`src/rtl/led_shift_driver.sv`:
```
// Serializes a WIDTH-bit LED pattern onto a 74HC595-style chain (SER/SRCLK/RCLK).
// Updates arriving mid-frame are held in a one-deep "latest wins" buffer and start the next frame.
module led_shift_driver #(
   parameter int WIDTH     = 8,
   parameter int CLK_DIV   = 4,
   parameter bit MSB_FIRST = 1'b1
) (
   input  logic             CLK,
   input  logic             RST,
   input  logic [WIDTH-1:0] DIN,
   input  logic             DIN_VALID,
   output logic             BUSY,
   output logic             SER,
   output logic             SRCLK,
   output logic             RCLK,
   output logic             DONE
);

   localparam int DIV_W = (CLK_DIV > 1) ? $clog2(CLK_DIV) : 1;
   localparam int BIT_W = (WIDTH > 1) ? $clog2(WIDTH) : 1;
   localparam logic [DIV_W-1:0] DIV_LAST = DIV_W'(CLK_DIV - 1);
   localparam logic [BIT_W-1:0] BIT_LAST = BIT_W'(WIDTH - 1);

   typedef enum logic [1:0] {S_IDLE, S_SHIFT, S_LATCH} state_t;

   state_t             state_q, state_d;
   logic [DIV_W-1:0]   div_q, div_d;
   logic [BIT_W-1:0]   bit_q, bit_d;
   logic [WIDTH-1:0]   shift_q, shift_d;
   logic [WIDTH-1:0]   pend_q, pend_d;
   logic               pend_vld_q, pend_vld_d;
   logic               ser_q, ser_d;
   logic               srclk_q, srclk_d;
   logic               rclk_q, rclk_d;
   logic               busy_q, busy_d;
   logic               done_q, done_d;
   logic [WIDTH-1:0]   load_val;
   logic [WIDTH-1:0]   shift_nxt;
   logic               div_last;

   function automatic logic first_bit(input logic [WIDTH-1:0] v);
      return MSB_FIRST ? v[WIDTH-1] : v[0];
   endfunction

   always_comb begin
      state_d    = state_q;
      div_d      = div_q;
      bit_d      = bit_q;
      shift_d    = shift_q;
      pend_d     = pend_q;
      pend_vld_d = pend_vld_q;
      ser_d      = ser_q;
      srclk_d    = srclk_q;
      rclk_d     = rclk_q;
      busy_d     = busy_q;
      done_d     = 1'b0;
      div_last   = (div_q == DIV_LAST);
      load_val   = DIN_VALID ? DIN : pend_q;
      shift_nxt  = MSB_FIRST ? (shift_q << 1) : (shift_q >> 1);

      // A strobe during a frame only updates the buffer; the newest value wins.
      if (DIN_VALID && state_q != S_IDLE) begin
         pend_d     = DIN;
         pend_vld_d = 1'b1;
      end

      case (state_q)
         S_IDLE: begin
            if (DIN_VALID || pend_vld_q) begin
               shift_d    = load_val;
               ser_d      = first_bit(load_val);
               pend_vld_d = 1'b0;
               srclk_d    = 1'b0;
               busy_d     = 1'b1;
               div_d      = '0;
               bit_d      = '0;
               state_d    = S_SHIFT;
            end
         end
         S_SHIFT: begin
            div_d = div_q + 1'b1;
            if (div_last) begin
               div_d = '0;
               if (!srclk_q) begin
                  srclk_d = 1'b1;
               end else if (bit_q == BIT_LAST) begin
                  srclk_d = 1'b0;
                  ser_d   = 1'b0;
                  rclk_d  = 1'b1;
                  state_d = S_LATCH;
               end else begin
                  // SER only moves on the falling SRCLK edge, giving a full phase of setup and hold.
                  srclk_d = 1'b0;
                  bit_d   = bit_q + 1'b1;
                  shift_d = shift_nxt;
                  ser_d   = first_bit(shift_nxt);
               end
            end
         end
         S_LATCH: begin
            div_d = div_q + 1'b1;
            if (div_last) begin
               div_d   = '0;
               rclk_d  = 1'b0;
               busy_d  = 1'b0;
               done_d  = 1'b1;
               state_d = S_IDLE;
            end
         end
         default: begin
            state_d = S_IDLE;
         end
      endcase
   end

   always_ff @(posedge CLK) begin
      if (RST) begin
         state_q    <= S_IDLE;
         div_q      <= '0;
         bit_q      <= '0;
         shift_q    <= '0;
         pend_q     <= '0;
         pend_vld_q <= 1'b0;
         ser_q      <= 1'b0;
         srclk_q    <= 1'b0;
         rclk_q     <= 1'b0;
         busy_q     <= 1'b0;
         done_q     <= 1'b0;
      end else begin
         state_q    <= state_d;
         div_q      <= div_d;
         bit_q      <= bit_d;
         shift_q    <= shift_d;
         pend_q     <= pend_d;
         pend_vld_q <= pend_vld_d;
         ser_q      <= ser_d;
         srclk_q    <= srclk_d;
         rclk_q     <= rclk_d;
         busy_q     <= busy_d;
         done_q     <= done_d;
      end
   end

   assign BUSY  = busy_q;
   assign SER   = ser_q;
   assign SRCLK = srclk_q;
   assign RCLK  = rclk_q;
   assign DONE  = done_q;

endmodule

```
`config.mk`:
```
export PLATFORM = sky130hd
export DESIGN_NAME = led_shift_driver
export DESIGN_NICKNAME = d
export VERILOG_FILES = /design/src/rtl/led_shift_driver.sv
export SDC_FILE = /design/constraint.sdc
export NUM_CORES = 1
export LEC_CHECK = 0
export ABC_AREA = 1
export BUFFER_PORTS_ARGS = -buffer_cell sky130_fd_sc_hd__buf_4
export CAP_MARGIN = 20
export CORE_ASPECT_RATIO = 1.75
export CORE_MARGIN = 2
export CORE_UTILIZATION = 45
export CTS_CLUSTER_DIAMETER = 200
export DETAILED_ROUTE_END_ITERATION = 12
export SYNTH_ARGS = -nofsm -noshare
export SYNTH_HDL_FRONTEND = slang
export SYNTH_SLANG_ARGS = --single-unit
```
`constraint.sdc`:
```
create_clock -name CLK -period 3.2 [get_ports CLK]
set_input_delay 0.32 -clock CLK [delete_from_list [all_inputs] [get_ports CLK]]
set_output_delay 0.32 -clock CLK [all_outputs]
set_load 0.02 [all_outputs]
```
* Word level (Yosys, flattened, before mapping)
Cells that the tools add are included.
** Operators by class
- Add/subtract/negate cells :: 2
- Equal/unequal tests :: 10
- Mux-type cells :: 40
- Bitwise operators :: 1
- Reduce and logical (&&, ||, !) cells :: 17
** Operator list (number)
- 2-to-1 mux 7 bit :: 4
- 2-to-1 mux 1 bit :: 16
- AND reduction 5 bit :: 3
- 2-to-1 mux 2 bit :: 7
- case mux 7 bit (2 select lines) :: 1
- 2-to-1 mux 3 bit :: 4
- != test 2 bit (second input constant) :: 6
- nonzero test 2 bit :: 5
- 2-to-1 mux 8 bit :: 1
- case mux 1 bit (2 select lines) :: 4
- case mux 2 bit (3 select lines) :: 1
- case mux 3 bit (2 select lines) :: 1
- AND reduction 3 bit :: 2
- equality test 2 bit (second input constant) :: 2
- case mux 2 bit (2 select lines) :: 1
- AND reduction 4 bit :: 1
- OR reduction 2 bit :: 2
- adder 3 x 1 -> 3 bit (second input constant) :: 1
- equality test 3 bit (second input constant) :: 1
- adder 2 x 1 -> 2 bit (second input constant) :: 1
- equality test 2 x 1 -> 1 bit (second input constant) :: 1
- zero test 2 bit :: 1
- AND reduction 2 bit :: 1
- logical AND 1 bit :: 1
- other kinds (2) :: 2
** Storage, ports and cells
- Register bits after elaboration :: 28
- Bits of input ports :: 11
- Output and inout port bits :: 5
- Word-level logic and storage cells :: 81

* Longest topological paths before layout
- Word-level depth :: 5
- Depth in mapped cells :: 11
- Gate-level depth less buffers :: 10

* Worst setup path after synthesis
No wires, ideal clock.
- Kind :: flip-flop to flip-flop
- From :: reg state_q[0]
- To :: reg shift_q[0]
- Library setup time :: 110 ps
- Data arrival time :: 1337 ps
- Setup slack :: 1753 ps
- Cell stages (with the launch flop) :: 11
- Buffers on the path :: 2
- Clock period less this slack :: 1447 ps
- Cells stage by stage :: dfxtp_1 > inv_1 > ha_1 > buf_4 > nand2_2 > nand2_1 > nor2_2 > buf_6 > nand3_1 > nand2_1 > nor2_1
** Between the ends
- Cells in the longest elaborated chain, start to end :: 3
** RTL lines
- start, declared :: line 26 : state_t state_q, state_d;
- start signal, assigned :: line 130 : state_q <= state_d;
- equality test 2 x 1 -> 1 bit or zero test 2 bit (tied branches) :: line 67 : case (state_q)
- != test 2 bit (no source line) or nonzero test 2 bit (tied branches)
- AND reduction 5 bit (no source line)
- end signal, assigned :: line 133 : shift_q <= shift_d;
- end, declared :: line 29 : logic [WIDTH-1:0] shift_q, shift_d;
Several ways; a longest one is shown, not always the timed one.
A chain may end at the register's enable or synchronous reset.

* Worst setup path after layout
- From :: reg state_q[0]
- To :: reg shift_q[4]
The elaborated chain is that of the path after synthesis.

==> load_flow_metrics.sql <==
INSERT INTO impl_metrics (metric_group, metric, value, unit) VALUES
('global_route', 'grt_start_max_net_pins', '19', ''),
('synthesis', 'synth.cell_area', '0.00152', 'mm2'),
('detailed_routing', 'wl_met3', '97', 'um'),
('setup_path', 'critical_path_launch_point_type', 'flip-flop', ''),
('min_path', 'holdCritPathClass', 'in2reg', ''),
('clock_network', 'number_of_buffers_created_by_cts', '3', ''),
('floorplanning', 'design.core.area', '0.00318', 'mm2'),
('synthesis', 'share_of_the_yosys_chip_area_belonging_to_registers', '36.9', '%'),
('clock_network', 'post_cts_buffers', '0', ''),
('detailed_routing', 'dr_wl_met2', '1.50', 'mm'),
('global_route', 'global_route_wire_length_before_repair', '5.37', 'mm'),
('setup_path', 'cp_cell_sequence', 'inv_1 > ha_1 > nand2_2 > nand2_1 > nor2_2 > nand3_1 > nand2_1 > nor2_1', ''),
('synthesis', 'synth.lib_cells_used.distinct', '24', ''),
('detailed_routing', 'highest_layer', 'met4', ''),
('detailed_routing', 'finalWirelength', '3.03', 'mm'),
('placed_design', 'global_placement_routability_congestion', '0.793', ''),
('sta', 'worst_slew_pin_slew', '0.571', 'ns'),
('floorplanning', 'fp.dieArea', '0.00387', 'mm2'),
('detailed_routing', 'met1_length', '1.41', 'mm'),
('sta', 'setup_repair_after_global_routing_missed_its_margin', 'false', ''),
('floorplanning', 'rows', '27', ''),
('pwr', 'cellPowerDensity', '848', 'mW/mm2'),
('synthesis', 'dominantRegCellSynth', 'sky130_fd_sc_hd__dfxtp_1', ''),
('placed_design', 'place.port_buffers', '15', ''),
('placed_design', 'total_half_perimeter_wirelength_after_legalization_and_detailed_placement', '2.24', 'mm'),
('pwr', 'cellLeakagePower', '0.870', 'nW'),
('sta', 'max_clock_freq', '533', 'MHz'),
('final_layout', 'antenna_cells_inserted', '0', ''),
('sta', 'total_of_endpoints_with_negative_setup_slack_in_the_final_report', '0', ''),
('sta', 'slew_violations', '0', ''),
('detailed_routing', 'detail_route.vias_per_cell', '4.56', ''),
('synthesis', 'syn_avg_cell_area', '6.58', 'um2'),
('synthesis', 'synth.ff_latch_count', '28', ''),
('final_layout', 'area_delta_synth_final', '11.2', '%'),
('synthesis', 'synth.yosys.warnings', '0', ''),
('pwr', 'power.ir.vdd_worst', '0.000446', 'V'),
('clock_network', 'tritoncts', 'yes', ''),
('final_layout', 'fin_util', '53.2', '%'),
('final_layout', 'final_cell_mix', '66 x sky130_fd_sc_hd__nand2_1, 34 x sky130_fd_sc_hd__inv_1, 34 x sky130_fd_sc_hd__nor2_1', ''),
('clock_network', 'clkLatencyLatePin', '0.27', 'ns'),
('clock_network', 'number_of_clock_sinks', '28', ''),
('clock_network', 'cts_root_buffer', 'sky130_fd_sc_hd__clkbuf_8', ''),
('global_route', 'grt_remaining_overflow', '0', ''),
('detailed_routing', 'routedWlPerCell', '10.6', 'um'),
('global_route', 'global_route.usage.total', '18.4', '%'),
('global_route', 'number_of_global_route_vias_before_repair', '1253', ''),
('setup_path', 'critical_path.max_stage_delay', '0.40', 'ns'),
('setup_path', 'timing.critical_path.to_type', 'flip-flop', ''),
('setup_path', 'timing.critical_path.mode_cell', 'sky130_fd_sc_hd__nand2_1', ''),
('outcome', 'outcome', 'complete, no violations', ''),
('floorplanning', 'design.portCount', '16', ''),
('synthesis', 'post_synth_edffs', '0', ''),
('clock_network', 'max-clock-path-buffers', '2', ''),
('setup_path', 'worst_path_max_delay_cell', 'sky130_fd_sc_hd__dfxtp_1', ''),
('final_layout', 'num-nets-final', '263', ''),
('global_route', 'antenna_found_initial', '0', ''),
('detailed_routing', 'route.detailed.drc', '0', ''),
('setup_path', 'timing.critical_path.required', '3.37', 'ns'),
('clock_network', 'clk_pin_slew', '0.10', 'ns'),
('sta', 'post_route_setup_tns', '0', 'ns'),
('floorplanning', 'chipWidth', '47.9', 'um'),
('synthesis', 'netlist_instances', '231', ''),
('sta', 'fin_skew', '0.00723', 'ns'),
('clock_network', 'htreeDepth', '1', ''),
('setup_path', 'path_class', 'reg2reg', ''),
('detailed_routing', 'antenna_viol_nets_final', '0', ''),
('floorplanning', 'height_of_the_chip', '80.9', 'um'),
('sta', 'final_hold_viol_count', '0', ''),
('detailed_routing', 'detailedRoute.firstPassIterationCount', '4', ''),
('setup_path', 'critical_path_peak_fanout', '11', ''),
('clock_network', 'number_of_buffers_added_to_fix_hold_violations_after_cts', '0', '');
cells by family (layout without fill, tap and decap cells):
| group | after synthesis | in the layout | share of synthesized area, % |
|---|---|---|---|
| and+or+nand+nor | 128 | 128 | 36.0 |
| buffers and inverters | 44 | 56 | 12.5 |
| DFF | 28 | 28 | 36.9 |
| AOI/OAI and AO/OA | 23 | 23 | 7.99 |
| adders and majority gates | 8 | 8 | 6.59 |
registers in the layout (all words and copies together), names as in the netlist, 2 cells and up:
signal,cells
div_q,2
state_q,2
bit_q,3
shift_q,7
pend_q,8
routing by layer:
layer  up-vias  track usage (%)
met5         -                0
met2        24             31.1
met1       551             24.2
met3         2             2.00
li1        728                -
met4         0             4.05
path summary, 6_finish.rpt:
check / from / to / slack (ns) / cells after the start
min: RST / div_q[1] / 0.28 / 2
min reg2reg: pend_q[7] / pend_q[7] / 0.45 / 2
max reg2reg: state_q[0] / shift_q[4] / 1.32 / 8
max: state_q[0] / shift_q[4] / 1.32 / 8
worst max-delay path, delay by kind of cell, from the launching register on:
kind	cells	cell delay (ns)
adders and majority gates	1	0.35
buffers and inverters	1	0.10
DFF	1	0.40
and+or+nand+nor	6	0.92
cell type report:
cell class / instances / area (um2)
multi-input combinational: 159 / 768
sequential: 28 / 561
tap: 43 / 53.8
timing repair buffer: 15 / 113
fill: 359 / 1490
clock buffer: 4 / 55.1
inverter: 37 / 139
stage by stage:
stage | setup slack [ns] | total power (W) | std cells | hold WS (ns) | instance area, um2
2_1_floorplan | 1.75 | 0.00111 | 231 | 0.420 | 1520
3_3_place_gp | 1.32 | 0.00122 | 282 | 0.443 | 1630
3_5_place_dp | 1.32 | 0.00122 | 282 | 0.434 | 1630
4_1_cts | 1.31 | 0.00145 | 286 | 0.277 | 1690
5_1_grt | 1.10 | 0.00160 | 286 | 0.288 | 1690
6_report | 1.32 | 0.00143 | 286 | 0.279 | 1690
report_power, final:
group / internal [W] / total (W) / switching [W]
clock: 0.000110 / 0.000223 / 0.000112
combinational: 0.000257 / 0.000705 / 0.000449
sequential: 0.000452 / 0.000504 / 0.0000513
synthesized netlist by cell type, types with 2 or more instances:
library cell,number,area (um2)
sky130_fd_sc_hd__a21oi_1,9,45.0
sky130_fd_sc_hd__buf_2,2,10.0
sky130_fd_sc_hd__buf_4,2,15.0
sky130_fd_sc_hd__buf_6,2,22.5
sky130_fd_sc_hd__dfxtp_1,28,561
sky130_fd_sc_hd__ha_1,8,100
sky130_fd_sc_hd__inv_1,34,128
sky130_fd_sc_hd__inv_2,2,7.51
sky130_fd_sc_hd__nand2_1,66,248
sky130_fd_sc_hd__nand3_1,18,90.1
sky130_fd_sc_hd__nor2_1,34,128
sky130_fd_sc_hd__nor2_2,3,18.8
sky130_fd_sc_hd__nor2_4,2,22.5
sky130_fd_sc_hd__nor3_1,2,10.0
sky130_fd_sc_hd__o21ai_0,10,50.1
(Power assumes the default switching activity.)
